[src/rtl/ps2_pkg.sv]
// Shared scan-code constants, game key map and types for the PS/2 key tracker.
package ps2_pkg;

  localparam logic [7:0] SC_EXT    = 8'hE0;
  localparam logic [7:0] SC_BRK    = 8'hF0;
  localparam logic [7:0] SC_BAT    = 8'hAA;
  localparam logic [7:0] SC_ERR0   = 8'h00;
  localparam logic [7:0] SC_ERR1   = 8'hFF;
  localparam logic [7:0] SC_ACK    = 8'hFA;
  localparam logic [7:0] SC_RESEND = 8'hFE;

  localparam int NUM_KEYS  = 8;
  localparam int KEY_W     = 0;
  localparam int KEY_A     = 1;
  localparam int KEY_S     = 2;
  localparam int KEY_D     = 3;
  localparam int KEY_SPACE = 4;
  localparam int KEY_ESC   = 5;
  localparam int KEY_UP    = 6;
  localparam int KEY_DOWN  = 7;

  // Entry i is the code for key index i; KEY_EXT marks codes that need the E0 prefix.
  localparam logic [NUM_KEYS-1:0][7:0] KEY_CODE =
    {8'h72, 8'h75, 8'h76, 8'h29, 8'h23, 8'h1B, 8'h1C, 8'h1D};
  localparam logic [NUM_KEYS-1:0] KEY_EXT = (8'b1 << KEY_UP) | (8'b1 << KEY_DOWN);

  typedef enum logic [1:0] {ST_IDLE, ST_EXT, ST_BRK, ST_EXT_BRK} tracker_state_t;

  typedef struct packed {
    logic [2:0] key;
    logic       press;
  } evt_t;

  // Returns {hit, index}; hit is 0 for unmapped codes.
  function automatic logic [3:0] key_lookup(input logic [7:0] code, input logic ext);
    logic [3:0] r;
    r = '0;
    for (int i = 0; i < NUM_KEYS; i++)
      if (KEY_CODE[i] == code && KEY_EXT[i] == ext) r = {1'b1, 3'(i)};
    return r;
  endfunction

endpackage

[src/rtl/ps2_evt_fifo.sv]
// First-word fall-through event FIFO; the head output holds its last value while empty.
module ps2_evt_fifo
  import ps2_pkg::*;
#(
  parameter int DEPTH = 4
) (
  input  logic clk,
  input  logic rst_n,
  input  logic push,
  input  evt_t push_data,
  input  logic pop,
  output evt_t head,
  output logic full,
  output logic empty
);
  localparam int AW = (DEPTH < 2) ? 1 : $clog2(DEPTH);

  evt_t          mem [DEPTH];
  logic [AW:0]   wptr, rptr;
  evt_t          last;
  logic          do_pop, do_push;

  assign empty   = (wptr == rptr);
  assign full    = (wptr[AW] != rptr[AW]) && (wptr[AW-1:0] == rptr[AW-1:0]);
  assign do_pop  = pop && !empty;
  // A pop frees the slot being written when full, so push may proceed.
  assign do_push = push && (!full || do_pop);
  assign head    = empty ? last : mem[rptr[AW-1:0]];

  always_ff @(posedge clk or negedge rst_n)
    if (!rst_n) begin
      wptr <= '0;
      rptr <= '0;
      last <= '0;
    end else begin
      if (do_push) wptr <= wptr + 1'b1;
      if (do_pop)  rptr <= rptr + 1'b1;
      if (!empty)  last <= mem[rptr[AW-1:0]];
    end

  always_ff @(posedge clk)
    if (do_push) mem[wptr[AW-1:0]] <= push_data;

endmodule

[src/rtl/ps2_key_tracker.sv]
// PS/2 scan-code sequencer: prefix FSM, held-key bitmap and press/release event queue.
module ps2_key_tracker
  import ps2_pkg::*;
#(
  parameter int FIFO_DEPTH  = 4,
  parameter int TIMEOUT_CYC = 100000
) (
  input  logic       Clk,
  input  logic       Reset_n,
  input  logic       byte_valid,
  input  logic [7:0] byte_data,
  output logic [7:0] key_held,
  output logic       evt_valid,
  input  logic       evt_ready,
  output logic [2:0] evt_key,
  output logic       evt_press,
  output logic       overflow,
  input  logic       clr_overflow
);
  localparam int TW = (TIMEOUT_CYC < 2) ? 1 : $clog2(TIMEOUT_CYC + 1);
  localparam logic [TW-1:0] TO_LAST = (TIMEOUT_CYC == 0) ? '0 : TW'(TIMEOUT_CYC - 1);

  tracker_state_t state;
  logic [TW-1:0]  tcnt;
  logic           is_ext, is_brk, is_clr, is_ign;
  logic           do_make, do_brk, do_clr, ext;
  logic           hit;
  logic [2:0]     kidx;
  logic           push, pop, full, empty;
  evt_t           push_evt, head;

  assign is_ext = (byte_data == SC_EXT);
  assign is_brk = (byte_data == SC_BRK);
  assign is_clr = (byte_data == SC_BAT) || (byte_data == SC_ERR0) || (byte_data == SC_ERR1);
  assign is_ign = (byte_data == SC_ACK) || (byte_data == SC_RESEND);

  always_comb begin
    do_make = 1'b0;
    do_brk  = 1'b0;
    do_clr  = 1'b0;
    ext     = 1'b0;
    if (byte_valid && !is_ext && !is_brk)
      unique case (state)
        ST_IDLE: begin
          do_clr  = is_clr;
          do_make = !is_clr && !is_ign;
        end
        ST_EXT:  begin do_make = 1'b1; ext = 1'b1; end
        ST_BRK:  do_brk = 1'b1;
        default: begin do_brk = 1'b1; ext = 1'b1; end
      endcase
    {hit, kidx} = key_lookup(byte_data, ext);
    // Repeated makes of a held key and breaks of a released key are silent.
    push     = hit && ((do_make && !key_held[kidx]) || (do_brk && key_held[kidx]));
    push_evt = '{key: kidx, press: do_make};
  end

  always_ff @(posedge Clk or negedge Reset_n)
    if (!Reset_n) begin
      state <= ST_IDLE;
      tcnt  <= '0;
    end else if (byte_valid) begin
      tcnt <= '0;
      unique case (state)
        ST_IDLE: state <= is_ext ? ST_EXT : is_brk ? ST_BRK : ST_IDLE;
        ST_EXT:  state <= is_brk ? ST_EXT_BRK : is_ext ? ST_EXT : ST_IDLE;
        ST_BRK:  state <= is_ext ? ST_EXT_BRK : is_brk ? ST_BRK : ST_IDLE;
        default: state <= (is_ext || is_brk) ? ST_EXT_BRK : ST_IDLE;
      endcase
    end else if (state == ST_IDLE) begin
      tcnt <= '0;
    end else if (TIMEOUT_CYC != 0) begin
      // Dangling prefix: give up once the idle budget is spent.
      if (tcnt == TO_LAST) begin
        state <= ST_IDLE;
        tcnt  <= '0;
      end else begin
        tcnt <= tcnt + 1'b1;
      end
    end

  assign pop = !empty && evt_ready;

  always_ff @(posedge Clk or negedge Reset_n)
    if (!Reset_n) begin
      key_held <= '0;
      overflow <= 1'b0;
    end else begin
      if (do_clr)    key_held       <= '0;
      else if (push) key_held[kidx] <= do_make;
      if (push && full && !pop) overflow <= 1'b1;
      else if (clr_overflow)    overflow <= 1'b0;
    end

  ps2_evt_fifo #(.DEPTH(FIFO_DEPTH)) u_fifo (
    .clk      (Clk),
    .rst_n    (Reset_n),
    .push     (push),
    .push_data(push_evt),
    .pop      (pop),
    .head     (head),
    .full     (full),
    .empty    (empty)
  );

  assign evt_valid = !empty;
  assign evt_key   = head.key;
  assign evt_press = head.press;

endmodule
[config.mk]
export PLATFORM = sky130hd
export DESIGN_NAME = ps2_key_tracker
export DESIGN_NICKNAME = d
export VERILOG_FILES = /design/src/rtl/ps2_pkg.sv /design/src/rtl/ps2_evt_fifo.sv /design/src/rtl/ps2_key_tracker.sv
export SDC_FILE = /design/constraint.sdc
export NUM_CORES = 1
export LEC_CHECK = 0
export CAP_MARGIN = 20
export CORE_UTILIZATION = 45
export CTS_BUF_LIST = sky130_fd_sc_hd__clkbuf_8
export CTS_CLUSTER_DIAMETER = 40
export CTS_CLUSTER_SIZE = 14
export DETAILED_ROUTE_END_ITERATION = 10
export PLACE_DENSITY = 0.73
export SLEW_MARGIN = 10
export SYNTH_ARGS = -nofsm -noshare
export SYNTH_HDL_FRONTEND = slang
export SYNTH_SLANG_ARGS = --single-unit
export TNS_END_PERCENT = 5
[constraint.sdc]
create_clock -name Clk -period 2.4 [get_ports Clk]
set_input_delay 0.48 -clock Clk [delete_from_list [all_inputs] [get_ports Clk]]
set_output_delay 0.48 -clock Clk [all_outputs]
set_load 0.005 [all_outputs]
# After elaboration in Yosys (flattened, before gate mapping)
# Memories as Yosys holds them, arrays and structs flattened.
# Index checks and enable logic that the tools add are counted.
[op_classes] n_lt_le_gt_ge=2 shift=0 add_sub_neg=3 n_reduce_logical=43 muxes=41 bitwise=1 eq_ne=21 div=0 n_mul=0
[op_table] operator="two-way mux 17 bit" n=3
[op_table] operator="equality test 8 bit, second input constant" n=6
[op_table] operator="two-way mux 4 bit" n=9
[op_table] operator="equality test 5 x 8 -> 1 bit, first input constant" n=3
[op_table] operator="equality test 7 x 8 -> 1 bit, first input constant" n=3
[op_table] operator="logical AND 1 bit" n=21
[op_table] operator="adder 17 x 1 -> 17 bit, second input constant" n=1
[op_table] operator="equality test 17 bit, second input constant" n=1
[op_table] operator="equality test 6 x 8 -> 1 bit, first input constant" n=2
[op_table] operator="two-way mux 2 bit" n=8
[op_table] operator="two-way mux 8 bit" n=2
[op_table] operator="two-way mux 1 bit" n=14
[op_table] operator="bitwise mux 8 bit" n=1
[op_table] operator="zero test 1 bit" n=8
[op_table] operator="zero test 8 bit" n=1
[op_table] operator="adder 3 x 1 -> 3 bit, second input constant" n=2
[op_table] operator="logical OR 1 bit" n=6
[op_table] operator="one-hot mux 2 bit (3 select lines)" n=1
[op_table] operator="nonzero test 2 bit" n=3
[op_table] operator="less-than comparator 3 x 4 -> 1 bit, second input constant" n=1
[op_table] operator="OR reduction 2 bit" n=2
[op_table] operator="binary-select mux 1 bit (select 3 bit)" n=1
[op_table] operator="demux 1 bit (select 3 bit)" n=1
[op_table] operator="equality test 3 bit" n=1
[op_table] operator="other kinds (10)" n=10
[word_totals] ramBits=16 register_bits=38 romBits=0 inputBits=13 wordCells=120 latchBits=0 n_memories=1
[memory_table] name="u_fifo.mem" depth=4 width=4 rd=1 rd_ports_with_merged_regs=0 wr=1 line_no="ps2_evt_fifo.sv:18" source="evt_t mem [DEPTH];"

# Logic depth before layout (Yosys ltp)
[depth] depth_word=24 depth_mapped=9 ltp_nobuf=7

# Hierarchy
# A second synthesis with hierarchy kept.
[hier_totals] hier_cells=291 hier_area_um2=3216.8
[modules_own_cells] module="ps2_key_tracker" instances=1 cells_each=225 area_per_inst_um2=2016.9
[modules_own_cells] module="ps2_evt_fifo" instances=1 cells_each=66 area_per_inst_um2=1199.9

# Worst setup path before layout
# Ideal clock, no wire load.
[synth_path] kind="input port to flip-flop" start="in byte_data[0]" end="mem u_fifo.mem[3][0] in the netlist's numbering (enable)" path_slack_ps=-566 cell_stages=9 arrival_time_ps=2604 setup_time_ps=361 n_path_buf=2 cell_sequence="or4_1 buf_2 o21ba_1 buf_6 and3_4 a31oi_4 o2111ai_2 a21boi_4 nor3_1"
[synth_via] elab_chain_cells=23 elab_cells_between_ends=56 classes_between="14 x eq/ne; 16 x mux; 1 x bitwise; 25 x reduce/logical"
[synth_rtl] element="start: declaration" line_no="ps2_key_tracker.sv:11" source="input logic [7:0] byte_data,"
[synth_rtl] element="equality test 8 bit" line_no="ps2_key_tracker.sv:32" source="assign is_ext = (byte_data == SC_EXT);"
[synth_rtl] element="zero test 1 bit" line_no="ps2_key_tracker.sv:42" source="if (byte_valid && !is_ext && !is_brk)"
[synth_rtl] element="logical AND 1 bit (2 in a row)" line_no="ps2_key_tracker.sv:42"
[synth_rtl] element="two-way mux 1 bit" line_no="ps2_key_tracker.sv:42"
[synth_rtl] element="inverter 1 bit" line_no="ps2_pkg.sv:39" source="if (KEY_CODE[i] == code && KEY_EXT[i] == ext) r = {1'b1, 3'(i)};"
[synth_rtl] element="logical AND 1 bit" line_no="ps2_pkg.sv:39"
[synth_rtl] element="two-way mux 4 bit (7 in a row)" line_no="ps2_pkg.sv:39"
[synth_rtl] element="binary-select mux 1 bit (select 3 bit)" line_no="ps2_key_tracker.sv:54" source="push = hit && ((do_make && !key_held[kidx]) || (do_brk && key_held[kidx]));"
[synth_rtl] element="two-way mux 1 bit (not written as such)" line_no="ps2_key_tracker.sv:54"
[synth_rtl] element="zero test 1 bit" line_no="ps2_key_tracker.sv:54"
[synth_rtl] element="logical AND 1 bit" line_no="ps2_key_tracker.sv:54"
[synth_rtl] element="logical OR 1 bit" line_no="ps2_key_tracker.sv:54"
[synth_rtl] element="logical AND 1 bit (*)" line_no="ps2_key_tracker.sv:54"
[synth_rtl] element="logical AND 1 bit (*)" line_no="ps2_evt_fifo.sv:27" source="assign do_push = push && (!full || do_pop);"
[synth_rtl] element="two-way mux 1 bit (*)" line_no="ps2_evt_fifo.sv:42" source="if (do_push) mem[wptr[AW-1:0]] <= push_data;"
[synth_rtl] element="two-way mux 1 bit (not written as such) (*)" line_no="ps2_evt_fifo.sv:42"
[synth_rtl] element="end: declaration" line_no="ps2_evt_fifo.sv:18"
# Mark *: on every way between the ends. The rest lies on a longest branch, timed or not. The select of a mux whose other input is x is not followed.

# Worst setup path in the final report
[layout_path] start="in byte_data[2]" end="mem u_fifo.mem[2][2] in the netlist's numbering (enable)"
# The elaborated chain is that of the path after synthesis.

==> metrics.md <==
| Metric | Value |
|---|---|
| Leakage power total | 1.76 nW |
| Post-route ant nets | 0 |
| Syn Nets | 315 |
| Worst Path Required | 2.43 ns |
| Worst vdd ir | 0.000253 V |
| FF-to-FF path depth | 7 |
| DP HPWL | 5.35 mm |
| Die Wd | 84.9 µm |
| Cell with the most instances after synthesis | dfrtp_1 |
| N_diodes | 0 |
| H-Tree Depth | 2 |
| CTS buffer count | 5 |
| Drt first pass iters | 7 |
| CTS tree | yes |
| Failing checks | design-rule violations, negative setup slack |
| CTS root buf | clkbuf_8 |
| Post-synth EDFFs | 16 |
| PD cells | 568 nW/µm² |
| Nets@finish | 411 |
| Yosys reg bits | 54 |
| Final instance area | 4380 µm² |
| Die Area | 7210 µm² |
| Max_slew headroom | 41.1% |
| Multi-input logic area | 1890 µm² |
| Netlist cell types | 58 |
| Asr flop ratio synth | 70.4% |
| Yosys warning count | 0 |
| CP arrival | 2.50 ns |
| Final worst slack | -0.0687 ns |
| Fin crit period | 2.47 ns |
| Port buffer count | 26 |
| Row count | 29 |
| Top post-synthesis cells by area | dfrtp_1 (31%), edfxtp_1 (16%), nor2_1 (3.9%) |
| Final Hold Vio Count | 0 |
| DR vias/cell | 5.72 |
| Ys flop type | dfrtp_1 |
| Worst r2r dst | u_fifo.mem[2][2]$_DFFE_PP_ |
| RSZ-0062 raised after global routing | true |
| Register area share after synthesis | 46.3% |
| CP max FO | 5 |
| Total GRT Usage | 22.7% |
| Vert. Die Dim | 84.9 µm |
| Period utilization | 103% |
| DP Area | 3890 µm² |
| Critical Path End Type | register |
| Iter 0 DRT Violations | 175 |
| Largest net degree at the start of global routing | 39 |
| First-pass GRT wire length | 13.0 mm |
| Worst skew pair latency | 0.31 ns |
| Initial core utilization | 47.6% |
| I/O Pins | 27 |
| DRC viols | 1 |
| Post-synth top area share | 30.8% |
| R2r startpoint | key_held[4]$_DFFE_PN0P_ |
| Max-capacitance violation count | 0 |
| Element type at the critical path start | primary input |
| Setup CP Type | in2reg |
| Clk pin slew, worst setup/hold paths | 0.10 ns |
| Tightest Pin Transition | 0.883 ns |
| Number of global-route vias before repair | 2782 |
| Gpl congestion | 0.893 |
| WL per Instance | 16.5 µm |
| Min-delay worst type | in2async |
| Share of layout cells above drive strength 1 | 39.2% |
| Core Area | 6490 µm² |
| Finish-stage setup viols | 9 |
| Fmax | 405 MHz |
| Clock Sinks | 54 |
| Syn Std Cell Area | 3090 µm² |
| Reg area | 1430 µm² |
| Final count of pins violating max slew | 0 |
| CP Launch Point | byte_data[2] |
| Outcome | finished, violations left |
| Global route total overflow | 0 |
| Synth top cells by count | dfrtp_1 (38), nor2_1 (32), nand2_1 (18) |
| Cell taking the most area after synthesis | dfrtp_1 |
| Initial antenna violation count | 0 |
| Syn avg cell area | 10.4 µm² |
| Fillcell total | 463 |
| Post-CTS Hold Buffers | 0 |
| Final Skew | 0.00867 ns |
| Post-Syn Instances | 296 |
| Via count | 2690 |
| Routed wire length | 7.73 mm |
| Clk buf depth | 2 |
| Area Growth Syn to Fin | 41.6% |
| Final core utilization | 67.4% |
| Reg-to-reg slack, setup | 0.16 ns |
## worst max path at each step
stage                     slack, ns                          to  cells after the start
after floorplan               -0.33  u_fifo.mem[3][0]$_DFFE_PP_                      8
after global placement        -0.79  u_fifo.mem[3][3]$_DFFE_PP_                      9
after detailed placement      -0.84  u_fifo.mem[3][3]$_DFFE_PP_                     10
after CTS                     -0.15  u_fifo.mem[3][2]$_DFFE_PP_                      9
after global routing          -0.12  u_fifo.mem[2][2]$_DFFE_PP_                     10
final                         -0.07  u_fifo.mem[2][2]$_DFFE_PP_                      9
## metrics by stage
stage	setup TNS, ns	hold slack (ns)	setup slack, ns	instances	total power, mW
final	-0.340	0.282	-0.0687	470	2.49
after global routing	-1.36	0.355	-0.125	470	2.62
after CTS	-1.53	0.312	-0.147	463	2.47
after detailed placement	-26.54	0.488	-0.843	451	1.84
after global placement	-24.14	0.468	-0.795	451	1.81
after floorplan	-6.12	0.184	-0.325	296	1.52
## metal layers
metal  track usage [%]  vias to the layer above  routed length (µm)
met1              27.6                     1308                3140
met3              3.02                       15                 305
met4              7.40                        0                 110
met5                 0                        -                   0
met2              41.8                       83                4170
li1                  -                     1284                   -
## kinds of logic (layout without fill, tap and decap cells)
kind of cell / Yosys count / count (layout) / share of synthesized area [%]
AOI/OAI and AO/OA: 57 / 57 / 14.7
xor gates and xnor gates: 20 / 20 / 5.67
adders and majority gates: 6 / 6 / 2.43
buffers and inverters: 21 / 118 / 2.95
DFF: 54 / 54 / 46.3
muxes: 12 / 12 / 6.27
and+or+nand+nor: 126 / 126 / 21.7
## flip-flops by register name, indices dropped and copies added (netlist names)
| signal | flops |
|---|---|
| key_held | 8 |
| u_fifo.rptr | 3 |
| tcnt | 17 |
| u_fifo.mem | 16 |
| state | 2 |
| u_fifo.wptr | 3 |
| overflow | 1 |
| u_fifo.last | 4 |
## layout make-up
cell class	instances	area share [%]
tap	77	2.20
clock inverter	3	1.09
inverter	11	0.943
sequential	54	32.7
multi-input combinational	221	43.2
clock buffer	5	1.57
timing repair buffer	99	18.3
## worst max-delay path, cell delays in order
cell and delay, ns:
buf_2 0.13, or4b_4 0.59, nor2_4 0.24, o31ai_4 0.10, a31oi_4 0.26, o211ai_4 0.14, mux2i_4 0.25, buf_6 0.15
nor2_4 0.15
## power breakdown
group | total (mW) | switching [mW] | leakage, nW | internal, mW
Sequential | 1.12 | 0.0985 | 0.660 | 1.02
Combinational | 0.735 | 0.317 | 1.04 | 0.417
Clock | 0.629 | 0.313 | 0.0587 | 0.317
## cells in the final DEF (no fill, tap or decap), types with 3 or more instances in the layout
| master | n |
|---|---|
| nor2_1 | 27 |
| nor3_1 | 12 |
| dlygate4sd2_1 | 4 |
| clkbuf_8 | 5 |
| dfrtp_1 | 37 |
| and3_1 | 3 |
| nand3_1 | 15 |
| nor2b_1 | 7 |
| o21ai_0 | 10 |
| a31oi_4 | 4 |
| edfxtp_1 | 16 |
| xor2_1 | 10 |
| mux4_2 | 4 |
| nand2_1 | 17 |
| mux2_2 | 5 |
| buf_4 | 67 |
| inv_1 | 11 |
| buf_6 | 6 |
| nor2_4 | 4 |
| o31ai_2 | 5 |
| clkbuf_2 | 5 |
| clkdlybuf4s50_1 | 13 |
| nand4_1 | 5 |
| or3_1 | 3 |
| nand2b_4 | 3 |
| a21oi_1 | 13 |
| xnor2_1 | 9 |
| ha_1 | 6 |
## repair_timing
item	in CTS	in global routing
setup buffers	4	8
endpoints found under the setup margin	37	33
pin swaps	17	19
gates resized for setup	59	39
Power figures use the tool's default switching activity.
